===== src/rtl/lsu_mem_stage_pkg.sv =====
// Shared definitions for the load/store memory stage: func3 width codes,
// FSM state encoding and the access-size decode used by the FSM and aligner.
package lsu_mem_stage_pkg;

    localparam logic [2:0] F3_LB  = 3'b000;
    localparam logic [2:0] F3_LH  = 3'b001;
    localparam logic [2:0] F3_LW  = 3'b010;
    localparam logic [2:0] F3_LBU = 3'b100;
    localparam logic [2:0] F3_LHU = 3'b101;
    localparam logic [2:0] F3_SB  = 3'b000;
    localparam logic [2:0] F3_SH  = 3'b001;
    localparam logic [2:0] F3_SW  = 3'b010;

    typedef enum logic [1:0] {
        ST_IDLE = 2'd0,
        ST_REQ  = 2'd1,
        ST_WAIT = 2'd2,
        ST_DONE = 2'd3
    } state_t;

    typedef enum logic [1:0] {
        SZ_B = 2'd0,
        SZ_H = 2'd1,
        SZ_W = 2'd2
    } size_t;

    // Any func3 that is not a recognised byte/half code behaves as a word access.
    function automatic size_t widthOf(input logic isStore, input logic [2:0] f3);
        size_t sz;
        sz = SZ_W;
        if (isStore) begin
            if (f3 == F3_SB)      sz = SZ_B;
            else if (f3 == F3_SH) sz = SZ_H;
        end else begin
            if (f3 == F3_LB || f3 == F3_LBU)      sz = SZ_B;
            else if (f3 == F3_LH || f3 == F3_LHU) sz = SZ_H;
        end
        return sz;
    endfunction

endpackage


===== src/rtl/lsu_mem_stage_if.sv =====
// Simple valid/ready data bus between the load/store stage (master) and memory (slave).
interface lsu_mem_stage_if #(
    parameter int ADDR_W = 32
) ();
    logic              bus_req_valid;
    logic              bus_req_ready;
    logic              bus_we;
    logic [ADDR_W-1:0] bus_addr;
    logic [31:0]       bus_wdata;
    logic [3:0]        bus_wstrb;
    logic              bus_resp_valid;
    logic [31:0]       bus_rdata;
    logic              bus_resp_err;

    modport master (
        output bus_req_valid, bus_we, bus_addr, bus_wdata, bus_wstrb,
        input  bus_req_ready, bus_resp_valid, bus_rdata, bus_resp_err
    );

    modport slave (
        input  bus_req_valid, bus_we, bus_addr, bus_wdata, bus_wstrb,
        output bus_req_ready, bus_resp_valid, bus_rdata, bus_resp_err
    );
endinterface


===== src/rtl/lsu_mem_stage_align.sv =====
// Combinational byte-lane placement for stores and extract/extend for loads.
module lsu_align
    import lsu_mem_stage_pkg::*;
(
    input  logic        i_isStore,
    input  logic [2:0]  i_func3,
    input  logic [1:0]  i_addrLo,
    input  logic [31:0] i_wdata,
    input  logic [31:0] i_rdata,
    output logic [3:0]  o_wstrb,
    output logic [31:0] o_wdata,
    output logic [31:0] o_rdata
);
    size_t       w_size;
    logic [7:0]  w_byte;
    logic [15:0] w_half;
    logic        w_unsigned;

    assign w_size     = widthOf(i_isStore, i_func3);
    assign w_byte     = i_rdata[{i_addrLo, 3'b000} +: 8];
    assign w_half     = i_rdata[{i_addrLo[1], 4'b0000} +: 16];
    assign w_unsigned = (i_func3 == F3_LBU) || (i_func3 == F3_LHU);

    always_comb begin
        o_wstrb = 4'b0000;
        o_wdata = 32'h0;
        o_rdata = i_rdata;
        if (i_isStore) begin
            unique case (w_size)
                SZ_B: begin
                    o_wstrb = 4'b0001 << i_addrLo;
                    o_wdata = {4{i_wdata[7:0]}};
                end
                SZ_H: begin
                    o_wstrb = 4'b0011 << i_addrLo;
                    o_wdata = {2{i_wdata[15:0]}};
                end
                default: begin
                    o_wstrb = 4'b1111;
                    o_wdata = i_wdata;
                end
            endcase
        end else begin
            unique case (w_size)
                SZ_B:    o_rdata = w_unsigned ? {24'h0, w_byte} : {{24{w_byte[7]}}, w_byte};
                SZ_H:    o_rdata = w_unsigned ? {16'h0, w_half} : {{16{w_half[15]}}, w_half};
                default: o_rdata = i_rdata;
            endcase
        end
    end
endmodule


===== src/rtl/lsu_mem_stage.sv =====
// Load/store stage: one bus transaction per instruction with misalignment,
// bus-error and timeout reporting; result held for write-back until consumed.
module lsu_mem_stage
    import lsu_mem_stage_pkg::*;
#(
    parameter int TIMEOUT_CYCLES = 255,
    parameter int ADDR_W         = 32
) (
    input  logic              clk,
    input  logic              rst,
    input  logic              in_valid,
    output logic              in_ready,
    input  logic              is_load,
    input  logic              is_store,
    input  logic [2:0]        func3,
    input  logic [ADDR_W-1:0] addr,
    input  logic [31:0]       wdata,
    output logic              out_valid,
    input  logic              out_ready,
    output logic [31:0]       data_out,
    output logic              err,
    lsu_mem_stage_if.master   bus
);
    localparam bit TO_EN   = (TIMEOUT_CYCLES > 0);
    localparam int CNT_W   = (TIMEOUT_CYCLES > 1) ? $clog2(TIMEOUT_CYCLES) : 1;
    localparam int LAST_I  = TO_EN ? TIMEOUT_CYCLES - 1 : 0;
    localparam logic [CNT_W-1:0] CNT_LAST = CNT_W'(LAST_I);

    state_t            r_state;
    state_t            w_next;
    logic              r_isStore;
    logic [2:0]        r_func3;
    logic [ADDR_W-1:0] r_addr;
    logic [31:0]       r_wdata;
    logic [31:0]       r_data;
    logic              r_err;
    logic [CNT_W-1:0]  r_cnt;

    logic              w_isMem;
    logic              w_misaligned;
    logic              w_timeout;
    size_t             w_inSize;
    logic [3:0]        w_laneStrb;
    logic [31:0]       w_laneWdata;
    logic [31:0]       w_loadData;

    assign w_isMem      = is_load | is_store;
    assign w_inSize     = widthOf(is_store, func3);
    assign w_misaligned = ((w_inSize == SZ_H) && addr[0]) ||
                          ((w_inSize == SZ_W) && (addr[1:0] != 2'b00));
    assign w_timeout    = TO_EN && (r_cnt == CNT_LAST) &&
                          ((r_state == ST_REQ) || (r_state == ST_WAIT));

    lsu_align u_align (
        .i_isStore (r_isStore),
        .i_func3   (r_func3),
        .i_addrLo  (r_addr[1:0]),
        .i_wdata   (r_wdata),
        .i_rdata   (bus.bus_rdata),
        .o_wstrb   (w_laneStrb),
        .o_wdata   (w_laneWdata),
        .o_rdata   (w_loadData)
    );

    // A timeout in REQ withdraws the request so no handshake can slip through as we abort.
    always_comb begin
        w_next = r_state;
        unique case (r_state)
            ST_IDLE: if (in_valid) w_next = (w_isMem && !w_misaligned) ? ST_REQ : ST_DONE;
            ST_REQ: begin
                if (w_timeout)              w_next = ST_DONE;
                else if (bus.bus_req_ready) w_next = ST_WAIT;
            end
            ST_WAIT: if (bus.bus_resp_valid || w_timeout) w_next = ST_DONE;
            ST_DONE: if (out_ready) w_next = ST_IDLE;
            default: w_next = ST_IDLE;
        endcase
    end

    always_ff @(posedge clk) begin
        if (rst) begin
            r_state   <= ST_IDLE;
            r_isStore <= 1'b0;
            r_func3   <= '0;
            r_addr    <= '0;
            r_wdata   <= '0;
            r_data    <= '0;
            r_err     <= 1'b0;
            r_cnt     <= '0;
        end else begin
            r_state <= w_next;
            unique case (r_state)
                ST_IDLE: begin
                    if (in_valid) begin
                        r_cnt  <= '0;
                        r_data <= '0;
                        r_err  <= 1'b0;
                        if (w_isMem) begin
                            r_isStore <= is_store;
                            r_func3   <= func3;
                            r_addr    <= addr;
                            r_wdata   <= wdata;
                            r_err     <= w_misaligned;
                        end
                    end
                end
                ST_REQ: begin
                    r_cnt <= r_cnt + 1'b1;
                    if (w_timeout) r_err <= 1'b1;
                end
                ST_WAIT: begin
                    r_cnt <= r_cnt + 1'b1;
                    if (bus.bus_resp_valid) begin
                        r_data <= r_isStore ? 32'h0 : w_loadData;
                        r_err  <= bus.bus_resp_err;
                    end else if (w_timeout) begin
                        r_err <= 1'b1;
                    end
                end
                default: ;
            endcase
        end
    end

    assign in_ready          = (r_state == ST_IDLE);
    assign out_valid         = (r_state == ST_DONE);
    assign data_out          = r_data;
    assign err               = r_err;
    assign bus.bus_req_valid = (r_state == ST_REQ) && !w_timeout;
    assign bus.bus_we        = r_isStore;
    assign bus.bus_addr      = {r_addr[ADDR_W-1:2], 2'b00};
    assign bus.bus_wdata     = w_laneWdata;
    assign bus.bus_wstrb     = w_laneStrb;
endmodule


===== src/flat_wrapper.sv =====
// flat-port wrapper written by rule: the top's interface ports become plain ports
module lsu_mem_stage_flat import lsu_mem_stage_pkg::*;
#(
    parameter int TIMEOUT_CYCLES = 255,
    parameter int ADDR_W         = 32
)
  (clk, rst, in_valid, in_ready, is_load, is_store, func3, addr, wdata, out_valid, out_ready, data_out, err, bus_bus_req_valid, bus_bus_we, bus_bus_addr, bus_bus_wdata, bus_bus_wstrb, bus_bus_req_ready, bus_bus_resp_valid, bus_bus_rdata, bus_bus_resp_err);
  lsu_mem_stage_if #(.ADDR_W(ADDR_W)) bus_i ();
  input  logic clk;
  input  logic rst;
  input  logic in_valid;
  output logic in_ready;
  input  logic is_load;
  input  logic is_store;
  input  logic [2:0] func3;
  input  logic [ADDR_W-1:0] addr;
  input  logic [31:0] wdata;
  output logic out_valid;
  input  logic out_ready;
  output logic [31:0] data_out;
  output logic err;
  output wire logic [$bits(bus_i.bus_req_valid)-1:0] bus_bus_req_valid;
  output wire logic [$bits(bus_i.bus_we)-1:0] bus_bus_we;
  output wire logic [$bits(bus_i.bus_addr)-1:0] bus_bus_addr;
  output wire logic [$bits(bus_i.bus_wdata)-1:0] bus_bus_wdata;
  output wire logic [$bits(bus_i.bus_wstrb)-1:0] bus_bus_wstrb;
  input wire logic [$bits(bus_i.bus_req_ready)-1:0] bus_bus_req_ready;
  input wire logic [$bits(bus_i.bus_resp_valid)-1:0] bus_bus_resp_valid;
  input wire logic [$bits(bus_i.bus_rdata)-1:0] bus_bus_rdata;
  input wire logic [$bits(bus_i.bus_resp_err)-1:0] bus_bus_resp_err;
  assign bus_bus_req_valid = bus_i.bus_req_valid;
  assign bus_bus_we = bus_i.bus_we;
  assign bus_bus_addr = bus_i.bus_addr;
  assign bus_bus_wdata = bus_i.bus_wdata;
  assign bus_bus_wstrb = bus_i.bus_wstrb;
  assign bus_i.bus_req_ready = bus_bus_req_ready;
  assign bus_i.bus_resp_valid = bus_bus_resp_valid;
  assign bus_i.bus_rdata = bus_bus_rdata;
  assign bus_i.bus_resp_err = bus_bus_resp_err;
  lsu_mem_stage #(.TIMEOUT_CYCLES(TIMEOUT_CYCLES), .ADDR_W(ADDR_W)) u_core (.clk(clk), .rst(rst), .in_valid(in_valid), .in_ready(in_ready), .is_load(is_load), .is_store(is_store), .func3(func3), .addr(addr), .wdata(wdata), .out_valid(out_valid), .out_ready(out_ready), .data_out(data_out), .err(err), .bus(bus_i));
endmodule

===== config.mk =====
export PLATFORM = sky130hd
export DESIGN_NAME = lsu_mem_stage_flat
export DESIGN_NICKNAME = d
export VERILOG_FILES = /design/src/rtl/lsu_mem_stage_pkg.sv /design/src/rtl/lsu_mem_stage_if.sv /design/src/rtl/lsu_mem_stage_align.sv /design/src/rtl/lsu_mem_stage.sv /design/src/flat_wrapper.sv
export SDC_FILE = /design/constraint.sdc
export NUM_CORES = 1
export LEC_CHECK = 0
export BUFFER_PORTS_ARGS = -buffer_cell sky130_fd_sc_hd__buf_2
export CORE_MARGIN = 2
export CORE_UTILIZATION = 50
export CTS_BUF_LIST = sky130_fd_sc_hd__clkbuf_4 sky130_fd_sc_hd__clkbuf_8
export DETAILED_ROUTE_END_ITERATION = 8
export PLACE_DENSITY = 0.81
export SLEW_MARGIN = 20
export SYNTH_ARGS = -nofsm -noshare
export SYNTH_HDL_FRONTEND = slang
export SYNTH_HIERARCHICAL = 1
export SYNTH_SLANG_ARGS = --single-unit

===== constraint.sdc =====
create_clock -name clk -period 3.3 [get_ports clk]
set_input_delay 0.165 -clock clk [delete_from_list [all_inputs] [get_ports clk]]
set_output_delay 0.165 -clock clk [all_outputs]
set_load 0.03 [all_outputs]

==> metrics.md <==
| Metric | Value |
|---|---|
| Fin crit period | 2430 ps |
| Hold_ws | 17.0 ps |
| Crit path required time | about 3100 ps |
| First drt pass iteration count | 6 |
| Worst r2r src | u_core/r_state[0] |
| Total of max-cap violations | 0 |
| Max Slew Vio Count | 0 |
| Clock Path Buffers | 2 |
| Setup CP Type | reg -> out |
| Pwr/cell area | around 660 nW/um^2 |
| CP peak stage delay | slightly below 900 ps |
| First-pass GRT wire length | 25400 um |
| Top cell family by delay on the critical path | flip-flops |
| I/O pin cnt | 213 |
| Clk Latency, worst-skew pair | around 370 ps |
| Top FF cell, synth | dfxtp_1 |
| Fmax | ~0.41 GHz |
| Crit path from | u_core/r_func3[0] |
| Routability Congestion | 0.941 |
| Pin count of the biggest net entering global routing | 68 |
| Worst-path clk slew | around 110 ps |
| Outcome | complete, no violations |
| Worst path cell trace | a211o_1 > o21ai_0 > a21oi_1 > buf_2 |
| Die H | 112 um |
| CTS tree | built |
| Worst-margin pin slew | between 800 and 900 ps |
| Yosys warning count | 6 |
| Commonest non-fill, non-tap cell in the layout | nand2_1 |
| Grt ovf | 0 |
| Hold crit path type | in -> reg |
| Post CTS Setup Buffer Count | 0 |
| CP endpoint kind | output pin |
| Via count | ~5700 |
| DR DRC count | 0 |
| Final Skew | between 9 and 10 ps |
| Clock net sink count | between 100 and 150 |
| RSZ-0062 raised after global routing | no |
| Global-route total usage across every layer | approximately a quarter |
| Post-route ant nets | 0 |
| Htree depth | 3 |
| CP max stage cell | dfxtp_1 |
| WL final | approximately 16000 um |
| Crit share post-route | approximately 74% |
| Critical path arrival | ~2300 ps |
| Total die area | 12500 um^2 |
| Critical Path Start Type | register |
| Fin. Hold Viols | 0 |
| DR iter-0 viols | between 500 and 600 |
| Initial antenna violation count | 2 |
| Crit-path max FO | 19 |
| Starting Density | between 50% and 60% |
| CP Buf/Inv Count | 1 |
| Cell Rows | 39 |
| Routed len/inst | approximately 15 um |
| Area growth from synthesis to layout | 17.6% |
| Fin nets | 1033 |
| Endpoints failing setup | 0 |
| VDD IR max | approximately 0.00065 V |
| Number of synthesized flops with an enable pin | 0 |
| HPWL Detailed | approximately 11000 um |
| Syn Inst Count | slightly below 800 |
| Synth unique cells | 53 |
| CTS root buffer | clkbuf_8 |
| Async S/R FF share, synth | 0% |
| Seq/Total Area, Yosys | between 30% and 40% |
| Share of layout cells above drive strength 1 | 27.2% |
| Via/cell ratio | between 5 and 6 |
| Port Buf Inserts | 210 |
| CTS Buf Count | 9 |
| Slew Limit Headroom | between 40% and 50% |
| Resized Gates After CTS | 0 |
| Leakage power | between 3 and 4 nW |
| Filler Cells Inserted | between 1000 and 1500 |
| Most frequent cells in the layout | 236 x nand2_1, 209 x buf_2, 111 x dfxtp_1 |
| Mean Syn Cell Area | 7.42 um^2 |
| Mapped Area | 5790 um^2 |
| Synth Register Bits | approximately 110 |
| Vias in the first global route | about 5200 |
| Hold_sp | addr[18] |
| Die X | between 100 and 150 um |
| Sum Neg Setup Slack | 0 ps |
| Core area | about 11000 um^2 |
| Final core utilization | about three fifths |
-- final cells by class --
class	instances	area, um^2	area share (%)
multi-input cells	562	3010	44.1
inverters	14	52.6	0.772
flip-flops and latches	111	2220	32.6
clock buffers	9	124	1.82
repair buffers	220	1150	16.8
diodes	1	2.50	0.0368
clock inverters	7	77.6	1.14
well taps	143	179	2.63
-- cell families (layout without fill, tap and decap cells) --
kind of cell             count (synthesis)  in the layout  share of synthesized area (%)
AO/OA/AOI/OAI                          198            198                           21.2
XOR/XNOR                                 5              5                          0.757
adder cells (fa/ha/maj)                  7              7                           1.51
buffers and inverters                  108            250                           9.94
flip-flops                             111            111                           38.4
multiplexers                            21             21                           4.04
other                                    1              3                         0.0648
AND/OR/NAND/NOR                        329            329                           24.1
-- power breakdown --
part	internal [mW]	leakage (nW)	switching (mW)
clock	0.360	0.101	0.472
combinational	0.613	2.02	1.35
sequential	1.53	0.904	0.156
-- registers in the layout, summed over array words and instances (netlist names) --
register	count
u_core/bus.bus_we	1
u_core/data_out	32
u_core/err	1
u_core/r_addr	32
u_core/r_cnt	8
u_core/r_func3	3
u_core/r_state	2
u_core/r_wdata	32
-- cells in the mapped netlist, types with 3 or more instances --
cell type | count | share of area (%)
nand2_1 | 236 | 15
dfxtp_1 | 111 | 38
a21oi_1 | 107 | 9.2
clkbuf_1 | 39 | 2.5
buf_4 | 36 | 4.7
nand3_1 | 34 | 2.9
o21ai_0 | 21 | 1.8
nor2_1 | 17 | 1.1
a21boi_0 | 16 | 2.1
buf_2 | 16 | 1.4
inv_1 | 14 | 0.91
mux2i_1 | 11 | 1.9
mux2_2 | 9 | 1.8
a221o_1 | 8 | 1.4
and2_1 | 8 | 0.86
o211a_1 | 8 | 1.4
o221ai_1 | 8 | 1.2
a22oi_1 | 7 | 0.91
ha_1 | 7 | 1.5
nand2b_1 | 5 | 0.54
nor2b_1 | 5 | 0.54
nor4_1 | 5 | 0.54
nand4_1 | 4 | 0.43
o211ai_1 | 4 | 0.52
a21o_1 | 3 | 0.39
and3_1 | 3 | 0.32
o21a_1 | 3 | 0.39
xnor2_1 | 3 | 0.45
-- path summary, 6_finish.rpt --
check / to / slack [ps] / depth (start not counted)
setup / recovery: bus_bus_wstrb[1] / 870 / 4
hold / removal: u_core/r_addr[18] / 20 / 3
setup reg to reg: u_core/r_wdata[0] / 1020 / 7
hold reg to reg: u_core/data_out[11] / 450 / 2
-- tightest hold or removal path, delay by kind of cell --
| kind | cells | cell delay [ps] |
|---|---|---|
| and+or+nand+nor | 1 | 40 |
| AOI/OAI and AO/OA | 1 | 50 |
| buffers and inverters | 1 | 90 |
-- stage by stage --
stage	setup slack, ps	area [um^2]	power (mW)	std cells
global placement	1140	6590	3.65	1048
detailed placement	1070	6590	3.66	1048
floorplan	1070	5790	3.26	781
finish	873	6810	4.48	1067
CTS	887	6810	4.50	1066
global route	696	6810	4.77	1066
-- per-layer routing --
metal / GRT usage, % / share of wire [%] / up-vias
met1: 33.8 / 44 / 2574
met5: 0 / 0.082 / -
li1: - / - / 2880
met4: 7.82 / 2.2 / 2
met2: 38.1 / 46 / 238
met3: 5.77 / 7.7 / 33
-- timing repair --
item	CTS	global route
hold buffers	2	0
hold endpoints to repair	2	0
setup endpoints to repair	0	0
Note: power is estimated with default switching activity, not from simulation.
